### src/rtl/load_store_unit.sv
// load_store_unit
// ---------------------------------------------------------------------------
// CPU-side initiator for the memory controller data port. Takes one
// load/store request at a time from the execute stage and turns it into
// word-aligned memory reads/writes. Handles byte/halfword lane extraction,
// sign/zero extension, read-modify-write for sub-word stores, and splits
// accesses that straddle a word boundary into a lo-word and a hi-word access.
//
// Optional feature (compile-time macro MISALIGN_TRAP_EN):
//   defined   -> adds o_misaligned; boundary-crossing requests complete at
//                once with o_misaligned = 1 and no memory traffic.
//   undefined -> crossing requests are split into two word accesses.
//
// Ports:
//   i_clk, i_rst          clock (rising edge), async active-low reset
//   i_req/i_we/i_size/i_unsigned/i_addr/i_wdata   request from execute stage
//   o_ready               high only while idle (request accepted on i_req)
//   o_done                one-cycle completion pulse
//   o_rdata               load result, held until the next load completes
//   o_mem_en/o_mem_address/o_mem_val/o_mem_op_type   memory request port
//   i_mem_val             read data, valid MEM_LATENCY cycles after issue
//   o_misaligned          (MISALIGN_TRAP_EN only) trap flag, with o_done
// ---------------------------------------------------------------------------
module load_store_unit #(
  parameter int MEM_LATENCY = 1,
  parameter int ADDR_W      = 32
) (
  input  logic              i_clk,
  input  logic              i_rst,
  input  logic              i_req,
  input  logic              i_we,
  input  logic [1:0]        i_size,
  input  logic              i_unsigned,
  input  logic [ADDR_W-1:0] i_addr,
  input  logic [31:0]       i_wdata,
  output logic              o_ready,
  output logic              o_done,
  output logic [31:0]       o_rdata,
  output logic              o_mem_en,
  output logic [ADDR_W-1:0] o_mem_address,
  output logic [31:0]       o_mem_val,
  output logic              o_mem_op_type,
`ifdef MISALIGN_TRAP_EN
  output logic              o_misaligned,
`endif
  input  logic [31:0]       i_mem_val
);

  localparam int CNT_W = (MEM_LATENCY < 1) ? 1 : $clog2(MEM_LATENCY + 1);
  localparam logic [CNT_W-1:0] LAT_C   = CNT_W'(MEM_LATENCY);
  localparam logic [CNT_W-1:0] CNT_ONE = CNT_W'(1'b1);
  localparam logic [ADDR_W-1:0] WORD_STEP = {{(ADDR_W-3){1'b0}}, 3'b100};

  typedef enum logic [2:0] {
    ST_IDLE  = 3'd0,
    ST_RD_LO = 3'd1,
    ST_RD_HI = 3'd2,
    ST_WR_LO = 3'd3,
    ST_WR_HI = 3'd4,
    ST_DONE  = 3'd5
  } state_t;

  // Byte-lane mask of the access within the 8-byte {hi, lo} window.
  function automatic logic [7:0] byte_mask(input logic [1:0] size, input logic [1:0] off);
    logic [7:0] m;
    case (size)
      2'b00:   m = 8'h01;
      2'b01:   m = 8'h03;
      default: m = 8'h0F;
    endcase
    return m << off;
  endfunction

  // Widen a per-byte mask into a per-bit mask.
  function automatic logic [63:0] expand_mask(input logic [7:0] m);
    logic [63:0] e;
    for (int i = 0; i < 8; i++) begin
      e[8*i +: 8] = {8{m[i]}};
    end
    return e;
  endfunction

  // Word with a non-zero offset, or a half in the last lane, spans two words.
  function automatic logic is_cross(input logic [1:0] size, input logic [1:0] off);
    return (size[1] && (off != 2'b00)) || ((size == 2'b01) && (off == 2'b11));
  endfunction

  // Store data trimmed to its size and moved into its byte lanes.
  function automatic logic [63:0] store_image(input logic [31:0] wdata, input logic [1:0] size,
                                              input logic [1:0] off);
    logic [31:0] d;
    case (size)
      2'b00:   d = {24'h000000, wdata[7:0]};
      2'b01:   d = {16'h0000, wdata[15:0]};
      default: d = wdata;
    endcase
    return {32'h00000000, d} << {off, 3'b000};
  endfunction

  // Shift the addressed bytes down, then sign- or zero-extend them.
  function automatic logic [31:0] extract_load(input logic [63:0] img, input logic [1:0] off,
                                               input logic [1:0] size, input logic uns);
    logic [63:0] sh;
    logic [31:0] r;
    sh = img >> {off, 3'b000};
    case (size)
      2'b00:   r = uns ? {24'h000000, sh[7:0]}  : {{24{sh[7]}}, sh[7:0]};
      2'b01:   r = uns ? {16'h0000, sh[15:0]}   : {{16{sh[15]}}, sh[15:0]};
      default: r = sh[31:0];
    endcase
    return r;
  endfunction

  state_t            state_r;
  logic [CNT_W-1:0]  cnt_r;
  logic [31:0]       lo_buf_r;
  logic [31:0]       hi_buf_r;
  logic [ADDR_W-1:0] lo_addr_r;
  logic [ADDR_W-1:0] hi_addr_r;
  logic [1:0]        off_r;
  logic [1:0]        size_r;
  logic              uns_r;
  logic              we_r;
  logic              cross_r;
  logic [31:0]       wdata_r;

  logic              lat_hit_s;
  logic [31:0]       lo_cap_s;
  logic [31:0]       hi_cap_s;
  logic [63:0]       img_s;
  logic [63:0]       emask_s;
  logic [63:0]       merged_s;
  logic [31:0]       load_res_s;
  logic [1:0]        acc_off_s;
  logic [ADDR_W-1:0] acc_lo_s;
  logic              acc_cross_s;
  logic              acc_wstore_s;
  logic              trap_s;

  // Data-path: buffers with the word arriving this cycle folded in, so the
  // load result and the merged store word are ready on the capture edge.
  always_comb begin
    lat_hit_s = (cnt_r == LAT_C);
    if ((state_r == ST_RD_LO) && lat_hit_s) lo_cap_s = i_mem_val;
    else                                    lo_cap_s = lo_buf_r;
    if ((state_r == ST_RD_HI) && lat_hit_s) hi_cap_s = i_mem_val;
    else                                    hi_cap_s = hi_buf_r;
    if (cross_r) img_s = {hi_cap_s, lo_cap_s};
    else         img_s = {32'h00000000, lo_cap_s};
    emask_s    = expand_mask(byte_mask(size_r, off_r));
    merged_s   = (img_s & ~emask_s) | (store_image(wdata_r, size_r, off_r) & emask_s);
    load_res_s = extract_load(img_s, off_r, size_r, uns_r);
  end

  // Request decode used on the acceptance edge.
  always_comb begin
    acc_off_s    = i_addr[1:0];
    acc_lo_s     = {i_addr[ADDR_W-1:2], 2'b00};
    acc_cross_s  = is_cross(i_size, acc_off_s);
    acc_wstore_s = i_we && i_size[1] && (acc_off_s == 2'b00);
`ifdef MISALIGN_TRAP_EN
    trap_s = acc_cross_s;
`else
    trap_s = 1'b0;
`endif
  end

  // Control FSM with registered memory-port and handshake outputs.
  always_ff @(posedge i_clk or negedge i_rst) begin
    if (!i_rst) begin
      state_r       <= ST_IDLE;
      cnt_r         <= {CNT_W{1'b0}};
      lo_buf_r      <= 32'h00000000;
      hi_buf_r      <= 32'h00000000;
      lo_addr_r     <= {ADDR_W{1'b0}};
      hi_addr_r     <= {ADDR_W{1'b0}};
      off_r         <= 2'b00;
      size_r        <= 2'b00;
      uns_r         <= 1'b0;
      we_r          <= 1'b0;
      cross_r       <= 1'b0;
      wdata_r       <= 32'h00000000;
      o_ready       <= 1'b1;
      o_done        <= 1'b0;
      o_rdata       <= 32'h00000000;
      o_mem_en      <= 1'b0;
      o_mem_address <= {ADDR_W{1'b0}};
      o_mem_val     <= 32'h00000000;
      o_mem_op_type <= 1'b0;
`ifdef MISALIGN_TRAP_EN
      o_misaligned  <= 1'b0;
`endif
    end else begin
      // The strobe is only ever high for the single issue cycle.
      o_mem_en <= 1'b0;
      case (state_r)
        ST_IDLE: begin
          o_done <= 1'b0;
          if (i_req) begin
            lo_addr_r <= acc_lo_s;
            hi_addr_r <= acc_lo_s + WORD_STEP;
            off_r     <= acc_off_s;
            size_r    <= i_size;
            uns_r     <= i_unsigned;
            we_r      <= i_we;
            cross_r   <= acc_cross_s;
            wdata_r   <= i_wdata;
            lo_buf_r  <= 32'h00000000;
            hi_buf_r  <= 32'h00000000;
            cnt_r     <= {CNT_W{1'b0}};
            o_ready   <= 1'b0;
            if (trap_s) begin
              state_r <= ST_DONE;
              o_done  <= 1'b1;
`ifdef MISALIGN_TRAP_EN
              o_misaligned <= 1'b1;
`endif
            end else if (acc_wstore_s) begin
              // Full aligned word overwrites everything: no read needed.
              state_r       <= ST_WR_LO;
              o_mem_en      <= 1'b1;
              o_mem_op_type <= 1'b1;
              o_mem_address <= acc_lo_s;
              o_mem_val     <= i_wdata;
            end else begin
              state_r       <= ST_RD_LO;
              o_mem_en      <= 1'b1;
              o_mem_op_type <= 1'b0;
              o_mem_address <= acc_lo_s;
            end
          end else begin
            state_r <= ST_IDLE;
          end
        end
        ST_RD_LO: begin
          if (lat_hit_s) begin
            lo_buf_r <= i_mem_val;
            cnt_r    <= {CNT_W{1'b0}};
            if (cross_r) begin
              state_r       <= ST_RD_HI;
              o_mem_en      <= 1'b1;
              o_mem_op_type <= 1'b0;
              o_mem_address <= hi_addr_r;
            end else if (we_r) begin
              state_r       <= ST_WR_LO;
              o_mem_en      <= 1'b1;
              o_mem_op_type <= 1'b1;
              o_mem_address <= lo_addr_r;
              o_mem_val     <= merged_s[31:0];
            end else begin
              state_r <= ST_DONE;
              o_done  <= 1'b1;
              o_rdata <= load_res_s;
            end
          end else begin
            cnt_r <= cnt_r + CNT_ONE;
          end
        end
        ST_RD_HI: begin
          if (lat_hit_s) begin
            hi_buf_r <= i_mem_val;
            cnt_r    <= {CNT_W{1'b0}};
            if (we_r) begin
              state_r       <= ST_WR_LO;
              o_mem_en      <= 1'b1;
              o_mem_op_type <= 1'b1;
              o_mem_address <= lo_addr_r;
              o_mem_val     <= merged_s[31:0];
            end else begin
              state_r <= ST_DONE;
              o_done  <= 1'b1;
              o_rdata <= load_res_s;
            end
          end else begin
            cnt_r <= cnt_r + CNT_ONE;
          end
        end
        ST_WR_LO: begin
          if (cross_r) begin
            state_r       <= ST_WR_HI;
            o_mem_en      <= 1'b1;
            o_mem_op_type <= 1'b1;
            o_mem_address <= hi_addr_r;
            o_mem_val     <= merged_s[63:32];
          end else begin
            state_r <= ST_DONE;
            o_done  <= 1'b1;
          end
        end
        ST_WR_HI: begin
          state_r <= ST_DONE;
          o_done  <= 1'b1;
        end
        ST_DONE: begin
          state_r <= ST_IDLE;
          o_done  <= 1'b0;
          o_ready <= 1'b1;
`ifdef MISALIGN_TRAP_EN
          o_misaligned <= 1'b0;
`endif
        end
        default: begin
          state_r <= ST_IDLE;
          o_done  <= 1'b0;
          o_ready <= 1'b1;
        end
      endcase
    end
  end

endmodule
### config.mk
export PLATFORM = sky130hd
export DESIGN_NAME = load_store_unit
export DESIGN_NICKNAME = d
export VERILOG_FILES = /design/src/rtl/load_store_unit.sv
export SDC_FILE = /design/constraint.sdc
export NUM_CORES = 1
export LEC_CHECK = 0
export BUFFER_PORTS_ARGS = -buffer_cell sky130_fd_sc_hd__buf_4
export CAP_MARGIN = 15
export CORE_ASPECT_RATIO = 1.1
export CORE_MARGIN = 3
export CORE_UTILIZATION = 50
export DETAILED_ROUTE_END_ITERATION = 12
export GPL_TIMING_DRIVEN = 0
export PLACE_DENSITY_LB_ADDON = 0.2
export SYNTH_ARGS = -nofsm -noshare
export SYNTH_HDL_FRONTEND = slang
export SYNTH_SLANG_ARGS = --single-unit
### constraint.sdc
create_clock -name i_clk -period 3.34 [get_ports i_clk]
set_input_delay 0.668 -clock i_clk [delete_from_list [all_inputs] [get_ports i_clk]]
set_output_delay 0.668 -clock i_clk [all_outputs]
set_load 0.005 [all_outputs]
Yosys cells after proc, flatten, opt, wreduce, memory -nomap -nowiden
Cells that the tools add are included.

Register bits: 269. Bits in latches: 0. Bits in writable memories: 0. ROM bits: 0. Memories: 0.

$add $sub $neg: 2. Multipliers: 0. Divide/modulo/power cells: 0. Magnitude comparators: 0. Equal/unequal tests: 14. Shift-type cells: 3. Mux-type cells: 65. Bitwise operators: 5. Reduce and logical (&&, ||, !) cells: 28.

Operators with widths (number): $mux W32 (23); $pmux W32 S2 (5); $pmux W32 S4 (2); $and A64 B64 Y64 (2); $mux W64 (1); $not A64 Y64 (1); $or A64 B64 Y64 (1); $shl A32 B5 Y64 (1); $shr A64 B5 Y32 (1); $add A32 B3 Y32 const B (1); $mux W1 (21); $mux W3 (5); $pmux W3 S5 (1); $ne A2 B2 Y1 const B (7); $pmux W1 S4 (3); $reduce_bool A2 Y1 (5); $pmux W4 S2 (1); $reduce_and A2 Y1 (4); $reduce_and A4 Y1 (2); $shl A8 B2 Y8 (1); $reduce_and A7 Y1 (1); $eq A3 B2 Y1 const B (2); $logic_and A1 B1 Y1 (6); $reduce_and A3 Y1 (2); 15 further kinds (18).

Depth between registers and ports, before layout
Gate-level depths: netlist of the first run.

Word-level depth: 11. Mapped depth: 9.

Worst setup path before layout of the first run
OpenSTA, ideal clock, no wires.

Kind: register -> register. Start: register state_r[2]. End: register o_rdata[21]. Library setup time: 0.124 ns. Data arrival time: 2.262 ns. Setup slack: 0.954 ns. Cell stages (with the launch flop): 8. Path buffers: 2. Period minus slack after synthesis: 2.386 ns. Cells stage by stage: dfrtp_1 > nor4bb_1 > buf_2 > mux4_2 > a22o_1 > a311oi_4 > buf_4 > a21oi_1.

Cells in the longest elaborated chain, start to end: 11. Elaborated cells between the ends (all ways): 21.

RTL lines: start: declaration (line 114) `state_t state_r;`; start signal: assignment (line 171) `state_r <= ST_IDLE;`; start signal: assignment (line 213) `state_r <= ST_DONE;`; start signal: assignment (line 220) `state_r <= ST_WR_LO;`; $eq A3 B1 Y1 / $eq A3 B2 Y1 (equally long branches) (line 144, 196, 146); $logic_and A1 B1 Y1, on equally long branches (line 144, 146); $mux W32, on equally long branches (line 144, 146); $mux W64 (line 148) `if (cross_r) img_s = {hi_cap_s, lo_cap_s};`; $shr A64 B5 Y32 (line 105) `sh = img >> {off, 3'b000};`; $mux W32, on equally long branches (line 108, 107); $pmux W32 S2 (line 106) `case (size)`; $mux W32 (line 244, 263); $mux W32 (line 239) `if (cross_r) begin`; $mux W32 (line 236) `if (lat_hit_s) begin`; $pmux W32 S2 (line 196) `case (state_r)`; end signal: assignment (line 253) `o_rdata <= load_res_s;`; end signal: assignment (line 272) `o_rdata <= load_res_s;`; end: declaration (line 38) `output logic [31:0] o_rdata,`.

Several ways; a longest one is shown, not always the timed one. The select of a mux whose other input is x is not followed. A chain may end at the register's enable or synchronous reset.

Final worst setup path of the first run
Start: register state_r[2]. End: register o_rdata[8].

Same word-level chain as after synthesis.

==> results.yml, run 1 <==
critical_path:
  cp.required_ns: 3.73
  cpMostUsedCell: "sky130_fd_sc_hd__buf_2"
  critical_path.cell_chain: "nor4bb_1 > buf_2 > buf_2 > buf_4 > mux2i_1 > o22ai_1 > a32oi_1 > a21oi_1"
  critical-path-top-delay-family: "buffers and inverters"
  critPathSlowestCell: "sky130_fd_sc_hd__mux2i_1"
  reg2reg_depth: 8
  crit_path_max_incr_delay_ns: 0.67
  worst_r2r_startpoint: "state_r[2]$_DFFE_PN0P_"
  worst_reg2reg_path_endpoint: "o_rdata[8]$_DFFE_PN0P_"
  crit_buf_inv: 3
  timing.critical_path.arrival_ns: 3.66
  endpoint_kind: "register"
  crit_fanout: 10
  regToRegSetupSlack_ns: 0.07
  crit_path_start_kind: "register"
  path_class: "register to register"
layout:
  finish.net_count: 1893
  multi_input_area_um2: 6820
  nFillCells: 2433
  area_growth_syn_to_layout_pct: 20.5
  share_of_final_layout_standard_cells_stronger_than_drive_strength_1: 0.158
  num_antenna_cells: 0
  seq_area_um2: 6680
sta:
  timing_max_transition_violations_final: 0
  final.setup_skew_ns: 0.0167
  timing.final.crit_share: 0.978
  setup_viol: 0
  timing_worst_slew_pin_value_ns: 0.956
  fin_crit_ns: 3.27
  fin_setup_tns_ns: 0
  hold_violations: 0
  grt_setup_unrepaired: "no"
  achievable-frequency_mhz: 306
  max-slew-margin-rel: 0.357
power:
  power.density_cell_area_nw_per_um2: 1050
  p_total_mw: 17.7
  sequentialPowerShare: 0.322
  comb_power_share: 0.510
  switchingPower_mw: 8.01
  peakVddDrop_v: 0.000595
  switching_share: 0.452
  power_leakage_nw: 7.53
  power_frac_clock: 0.169
  cellInternalPower_mw: 9.71
floorplanning:
  initial_core_util: 0.515
  die_w_um: 166
  floorplan.die_area_um2: 30100
  core_area_um2: 27300
  io_pins: 203
  floorplan.rows: 63
  dieHeight_um: 182
synthesis:
  synth.distinct_cells: 62
  synth_enable_flop_cells: 0
  top_area_cell_type_share_of_the_netlist_area: 0.474
  synth-async-reset-ratio: 1.00
  ys_seq_area_frac: 0.476
  syn_area_per_cell_um2: 9.02
  postSynthRegisterBits: 267
  synthTopCellsByArea: "sky130_fd_sc_hd__dfrtp_1, sky130_fd_sc_hd__nand2_1, sky130_fd_sc_hd__mux2i_1"
  synth_area_um2: 14000
  net_count_synth: 1661
  post-synth-top-count-cell: "sky130_fd_sc_hd__nand2_1"
  synth-warning-count: 0
  synthTopCellsByCount: "sky130_fd_sc_hd__nand2_1, sky130_fd_sc_hd__dfrtp_1, sky130_fd_sc_hd__o21ai_0"
  synth_area_leader_cell: "sky130_fd_sc_hd__dfrtp_1"
  netlist_instances: 1557
  ys.flop_type: "sky130_fd_sc_hd__dfrtp_1"
grt:
  grt_overflow: 0
  grtUsageMet2: 0.567
  gr_peak_layer: "met2"
  first_pass_grt_wire_length_um: 79600
  antenna_found_initial: 0
  met1_usage: 0.430
  grt.met3_usage: 0.0486
  groute.usage.overall: 0.338
  vias_in_the_first_global_route: 13200
  pin_count_of_the_biggest_net_entering_global_routing: 93
flow_run:
  max_cap_violations: 0
clocking:
  clk_root_buffer_cell: "sky130_fd_sc_hd__clkbuf_16"
  postCtsHoldBufs: 0
  number_of_clock_buffers_inserted_by_tritoncts: 28
  ctsHtreeMaxLevel: 1
  path_clk_slew_ns: 0.06
  tritoncts: "done"
  cts_sink_count: 267
  clock_insertion_delay_worst_skew_ns: 0.56
  ctsLongestPathBuffers: 3
route:
  initialDrtViolationCount: 1493
  routed-via-count: 13400
  route.detailed.vias_per_inst: 6.20
  total_routed_wirelength_um: 52400
  drt_pass1_iterations: 6
  post-route-drc-count: 0
  routedWlPerCell_um: 24.2
  final_antenna_net_count: 0
placement:
  port_buffers: 200
  gp_routability_congestion: 1.03
  place.detailed.hpwl_um: 39800
min_path:
  worstHoldPathType: "primary input to async pin"
status:
  status: "finished clean"
[sequential cells by signal, summed over array words and instances, names as in the netlist, 2 cells and up]
| register | count |
|---|---|
| hi_addr_r | 30 |
| hi_buf_r | 32 |
| lo_addr_r | 30 |
| lo_buf_r | 32 |
| o_mem_address | 32 |
| o_mem_val | 32 |
| o_rdata | 32 |
| off_r | 2 |
| size_r | 2 |
| state_r | 3 |
| wdata_r | 32 |
[worst max-delay path by stage]
| stage | from | to | slack, ns | cells past startpoint |
|---|---|---|---|---|
| finish | state_r[2]$_DFFE_PN0P_ | o_rdata[8]$_DFFE_PN0P_ | 0.07 | 8 |
| floorplan | state_r[2]$_DFFE_PN0P_ | o_rdata[21]$_DFFE_PN0P_ | 0.95 | 7 |
| global placement | i_rst | o_mem_address[26]$_DFFE_PN0P_ | -0.62 | 1 |
| CTS | off_r[0]$_DFFE_PN0P_ | o_mem_val[1]$_DFFE_PN0P_ | 0.03 | 8 |
| detailed placement | i_addr[1] | o_mem_val[14]$_DFFE_PN0P_ | -0.07 | 7 |
| global route | state_r[2]$_DFFE_PN0P_ | o_mem_val[6]$_DFFE_PN0P_ | 0.02 | 8 |
[power by group through the flow]
| stage | combinational (mW) | clock (mW) | sequential [mW] |
|---|---|---|---|
| floorplan | 5.22 | 0 | 5.45 |
| global placement | 8.73 | 0 | 5.67 |
| detailed placement | 8.85 | 0 | 5.70 |
| CTS | 8.89 | 3.02 | 5.67 |
| global route | 9.73 | 3.15 | 5.86 |
| finish | 9.03 | 2.99 | 5.70 |
[repair_timing]
item / in CTS / in global routing
hold endpoints to repair: 0 / 0
gates resized for setup: 0 / 5
endpoints found under the setup margin: 0 / 4
setup buffers: 0 / 0
[kinds of logic after synthesis]
family | Yosys count | share of synthesized area
AND/OR/NAND/NOR | 574 | 0.175
flip-flops | 267 | 0.476
XOR/XNOR | 28 | 0.0175
AO/OA/AOI/OAI | 441 | 0.213
adder cells (fa/ha/maj) | 1 | 0.000891
buffers and inverters | 140 | 0.0390
multiplexers | 106 | 0.0795
[metrics by stage]
stage / setup WS, ns / instance area [um^2] / cells / util / hold WS (ns)
after detailed placement: -0.0746 / 16100 / 2116 / 0.589 / 0.463
final: 0.0738 / 16900 / 2162 / 0.620 / 0.0756
after global routing: 0.0222 / 16900 / 2162 / 0.620 / 0.142
after floorplan: 0.954 / 14000 / 1557 / - / 0.372
after CTS: 0.0295 / 16900 / 2162 / 0.620 / 0.115
after global placement: -0.624 / 16000 / 2114 / 0.586 / 0.456
[worst reg2reg max path, stage by stage, from the launching register on]
cell,delay (ns)
sky130_fd_sc_hd__dfrtp_1,0.48
sky130_fd_sc_hd__nor4bb_1,0.32
sky130_fd_sc_hd__buf_2,0.24
sky130_fd_sc_hd__buf_2,0.35
sky130_fd_sc_hd__buf_4,0.31
sky130_fd_sc_hd__mux2i_1,0.67
sky130_fd_sc_hd__o22ai_1,0.23
sky130_fd_sc_hd__a32oi_1,0.37
sky130_fd_sc_hd__a21oi_1,0.12
[layout by cell type (no fill, tap or decap), types with 4 or more instances in the layout]
| master | n |
|---|---|
| sky130_fd_sc_hd__a31oi_1 | 4 |
| sky130_fd_sc_hd__a211oi_1 | 23 |
| sky130_fd_sc_hd__a222oi_1 | 30 |
| sky130_fd_sc_hd__and2_1 | 6 |
| sky130_fd_sc_hd__buf_2 | 10 |
| sky130_fd_sc_hd__xor2_1 | 21 |
| sky130_fd_sc_hd__clkbuf_8 | 6 |
| sky130_fd_sc_hd__o2bb2ai_1 | 7 |
| sky130_fd_sc_hd__nand4_1 | 7 |
| sky130_fd_sc_hd__xnor2_1 | 7 |
| sky130_fd_sc_hd__clkbuf_1 | 103 |
| sky130_fd_sc_hd__buf_4 | 201 |
| sky130_fd_sc_hd__o311ai_0 | 5 |
| sky130_fd_sc_hd__buf_1 | 21 |
| sky130_fd_sc_hd__o22ai_1 | 9 |
| sky130_fd_sc_hd__nor3_1 | 19 |
| sky130_fd_sc_hd__nand2_1 | 358 |
| sky130_fd_sc_hd__nor2_1 | 85 |
| sky130_fd_sc_hd__mux2_2 | 14 |
| sky130_fd_sc_hd__o21ai_0 | 149 |
| sky130_fd_sc_hd__clkbuf_16 | 29 |
| sky130_fd_sc_hd__a22oi_1 | 15 |
| sky130_fd_sc_hd__a21oi_1 | 83 |
| sky130_fd_sc_hd__a2bb2oi_1 | 8 |
| sky130_fd_sc_hd__nand2b_1 | 30 |
| sky130_fd_sc_hd__and3_1 | 9 |
| sky130_fd_sc_hd__or2_2 | 4 |
| sky130_fd_sc_hd__a22o_1 | 57 |
| sky130_fd_sc_hd__dfrtp_1 | 266 |
| sky130_fd_sc_hd__nor2b_1 | 11 |
| sky130_fd_sc_hd__mux2i_1 | 89 |
| sky130_fd_sc_hd__nand3_1 | 31 |
| sky130_fd_sc_hd__inv_1 | 7 |
| sky130_fd_sc_hd__a32oi_1 | 24 |
[cell type report]
type,instances,area share
clock buffer,42,0.0493
sequential,267,0.395
buffer,132,0.0307
inverter,8,0.00177
timing repair buffer,202,0.0924
clock inverter,4,0.00141
tap,357,0.0264
multi-input combinational,1150,0.403
[per-layer routing]
metal  part of all wire  vias to the layer above  routed length [um]
li1                   -                     6028                   -
met1               0.39                     6583               20400
met2               0.48                      636               25100
met3              0.073                      154                3830
met4              0.057                        0                2990
met5                  0                        -                   0
Note: power is estimated with default switching activity, not from simulation.
==> run 2: changes to the inputs <==
==> constraint.sdc (replaced) <==
create_clock -name i_clk -period 3.4 [get_ports i_clk]
set_input_delay 0.68 -clock i_clk [delete_from_list [all_inputs] [get_ports i_clk]]
set_output_delay 0.68 -clock i_clk [all_outputs]
set_load 0.005 [all_outputs]
==> run 2 against run 1 <==
Against the previous run: sequential share of layout area hardly changed; critical endpoint is now o_mem_val[2]$_DFFE_PN0P_; worst hold slack improved by 0.012 ns; register-to-register slack about the same; die area is the same; cell count unchanged; fmax is 1.4% lower; global-route usage is the same; via count is essentially flat; design area about the same.
==> results.yml, run 2 (same netlist as run 1, synthesis figures left out) <==
status:
  status: "finished clean"
flow_run:
  max_cap_violations: 0
sta:
  grt_setup_unrepaired: "no"
  max-slew-margin-rel: 0.361
  hold_violations: 0
  timing_worst_slew_pin_value_ns: 0.950
  final.setup_skew_ns: 0.0190
  achievable-frequency_mhz: 302
  fin_hold_ws_ns: 0.0879
  setup_viol: 0
  timing.final.crit_share: 0.975
  fin_setup_tns_ns: 0
  timing_max_transition_violations_final: 0
  fin_crit_ns: 3.31
floorplanning:
  core_area_um2: 27300
  io_pins: 203
  floorplan.die_area_um2: 30100
  die_w_um: 166
  floorplan.rows: 63
  initial_core_util: 0.515
  dieHeight_um: 182
layout:
  area_growth_syn_to_layout_pct: 20.5
  num_antenna_cells: 0
  layout.cells.most_common: "sky130_fd_sc_hd__nand2_1"
  share_of_final_layout_standard_cells_stronger_than_drive_strength_1: 0.157
  layoutNonFillerInstCount: 2162
  nFillCells: 2431
  layout_common_cells: "sky130_fd_sc_hd__nand2_1, sky130_fd_sc_hd__dfrtp_1, sky130_fd_sc_hd__buf_4"
  finish.net_count: 1893
route:
  route.detailed.vias_per_inst: 6.20
  routed-via-count: 13400
  highest_metal_used: "met4"
  initialDrtViolationCount: 1574
  met3RoutedLength_um: 3870
  met1Wirelength_um: 20200
  drt_pass1_iterations: 8
  final_antenna_net_count: 0
  post-route-drc-count: 0
  met2WireLength_um: 25200
  total_routed_wirelength_um: 52200
  routedWlPerCell_um: 24.1
critical_path:
  cp.required_ns: 3.80
  crit_path_max_incr_delay_ns: 0.59
  critical-path-top-delay-family: "compound AO/OA/AOI/OAI gates"
  path_class: "register to register"
  crit_fanout: 10
  critPathSlowestCell: "sky130_fd_sc_hd__a211oi_1"
  crit_path_start_kind: "register"
  endpoint_kind: "register"
  critical_path.cell_chain: "buf_2 > nor4bb_1 > clkbuf_1 > buf_2 > mux2i_1 > o21ai_0 > a211oi_1 > o21ai_0"
  timing.critical_path.arrival_ns: 3.71
  crit_buf_inv: 3
placement:
  place.detailed.hpwl_um: 39800
  port_buffers: 200
  post-place-cells: 2116
  gp_routability_congestion: 1.03
grt:
  antenna_found_initial: 0
  vias_in_the_first_global_route: 13200
  grt_overflow: 0
  pin_count_of_the_biggest_net_entering_global_routing: 93
  first_pass_grt_wire_length_um: 79600
  groute.usage.overall: 0.338
clocking:
  tritoncts: "done"
  cts_sink_count: 267
  postCtsHoldBufs: 0
  clock_insertion_delay_worst_skew_ns: 0.56
  ctsHtreeMaxLevel: 1
  clk_root_buffer_cell: "sky130_fd_sc_hd__clkbuf_16"
  cts.repair_timing.setup_buffer_count: 0
  number_of_clock_buffers_inserted_by_tritoncts: 28
  ctsLongestPathBuffers: 3
  post_cts.resized_instances: 0
  path_clk_slew_ns: 0.06
power:
  power.density_cell_area_nw_per_um2: 1030
  peakVddDrop_v: 0.000586
  power_leakage_nw: 7.53
  p_total_mw: 17.4
min_path:
  worstHoldPathType: "primary input to async pin"
[run 2: cell counts in the layout (fill, tap and decap cells not counted)]
Identical to the previous run, type by type.
[run 2: per-layer routing]
metal	vias to the layer above	track usage
met3	150	0.0486
met1	6549	0.430
met4	0	0.169
li1	6036	-
met5	-	0
met2	671	0.567
[run 2: path summary, 6_finish.rpt]
check	startpoint	endpoint	slack (ns)	depth (start not counted)
worst max register to register	state_r[0]$_DFFE_PN0P_	o_mem_val[2]$_DFFE_PN0P_	0.09	8
min in group i_clk	i_unsigned	uns_r$_DFFE_PN0P_	0.31	3
max in group asynchronous	i_rst	o_mem_address[24]$_DFFE_PN0P_	2.00	3
worst min register to register	lo_addr_r[3]$_DFFE_PN0P_	lo_addr_r[3]$_DFFE_PN0P_	0.48	2
worst max-delay path	state_r[0]$_DFFE_PN0P_	o_mem_val[2]$_DFFE_PN0P_	0.09	8
worst min-delay path	i_rst	o_rdata[27]$_DFFE_PN0P_	0.09	1
[run 2: layout make-up]
type / instances / area, um^2 / share of cell area
Multi-Input combinational cell: 1150 / 6810 / 0.403
Clock inverter: 4 / 23.8 / 0.00141
Buffer: 132 / 519 / 0.0307
Inverter: 8 / 30.0 / 0.00178
Sequential cell: 267 / 6680 / 0.395
Tap cell: 357 / 447 / 0.0264
Clock buffer: 42 / 835 / 0.0493
Timing Repair Buffer: 202 / 1560 / 0.0925
[run 2: through the flow]
stage	setup WS (ns)	utilization	instance area [um^2]
2_1_floorplan	1.01	-	14000
3_3_place_gp	-0.576	0.586	16000
3_5_place_dp	-0.0266	0.589	16100
4_1_cts	0.0895	0.620	16900
5_1_grt	0.00547	0.620	16900
6_report	0.0864	0.620	16900
[run 2: power breakdown]
group	internal [mW]	switching [mW]
clock	1.67	1.26
sequential	4.61	0.989
combinational	3.25	5.60
total	9.53	7.85
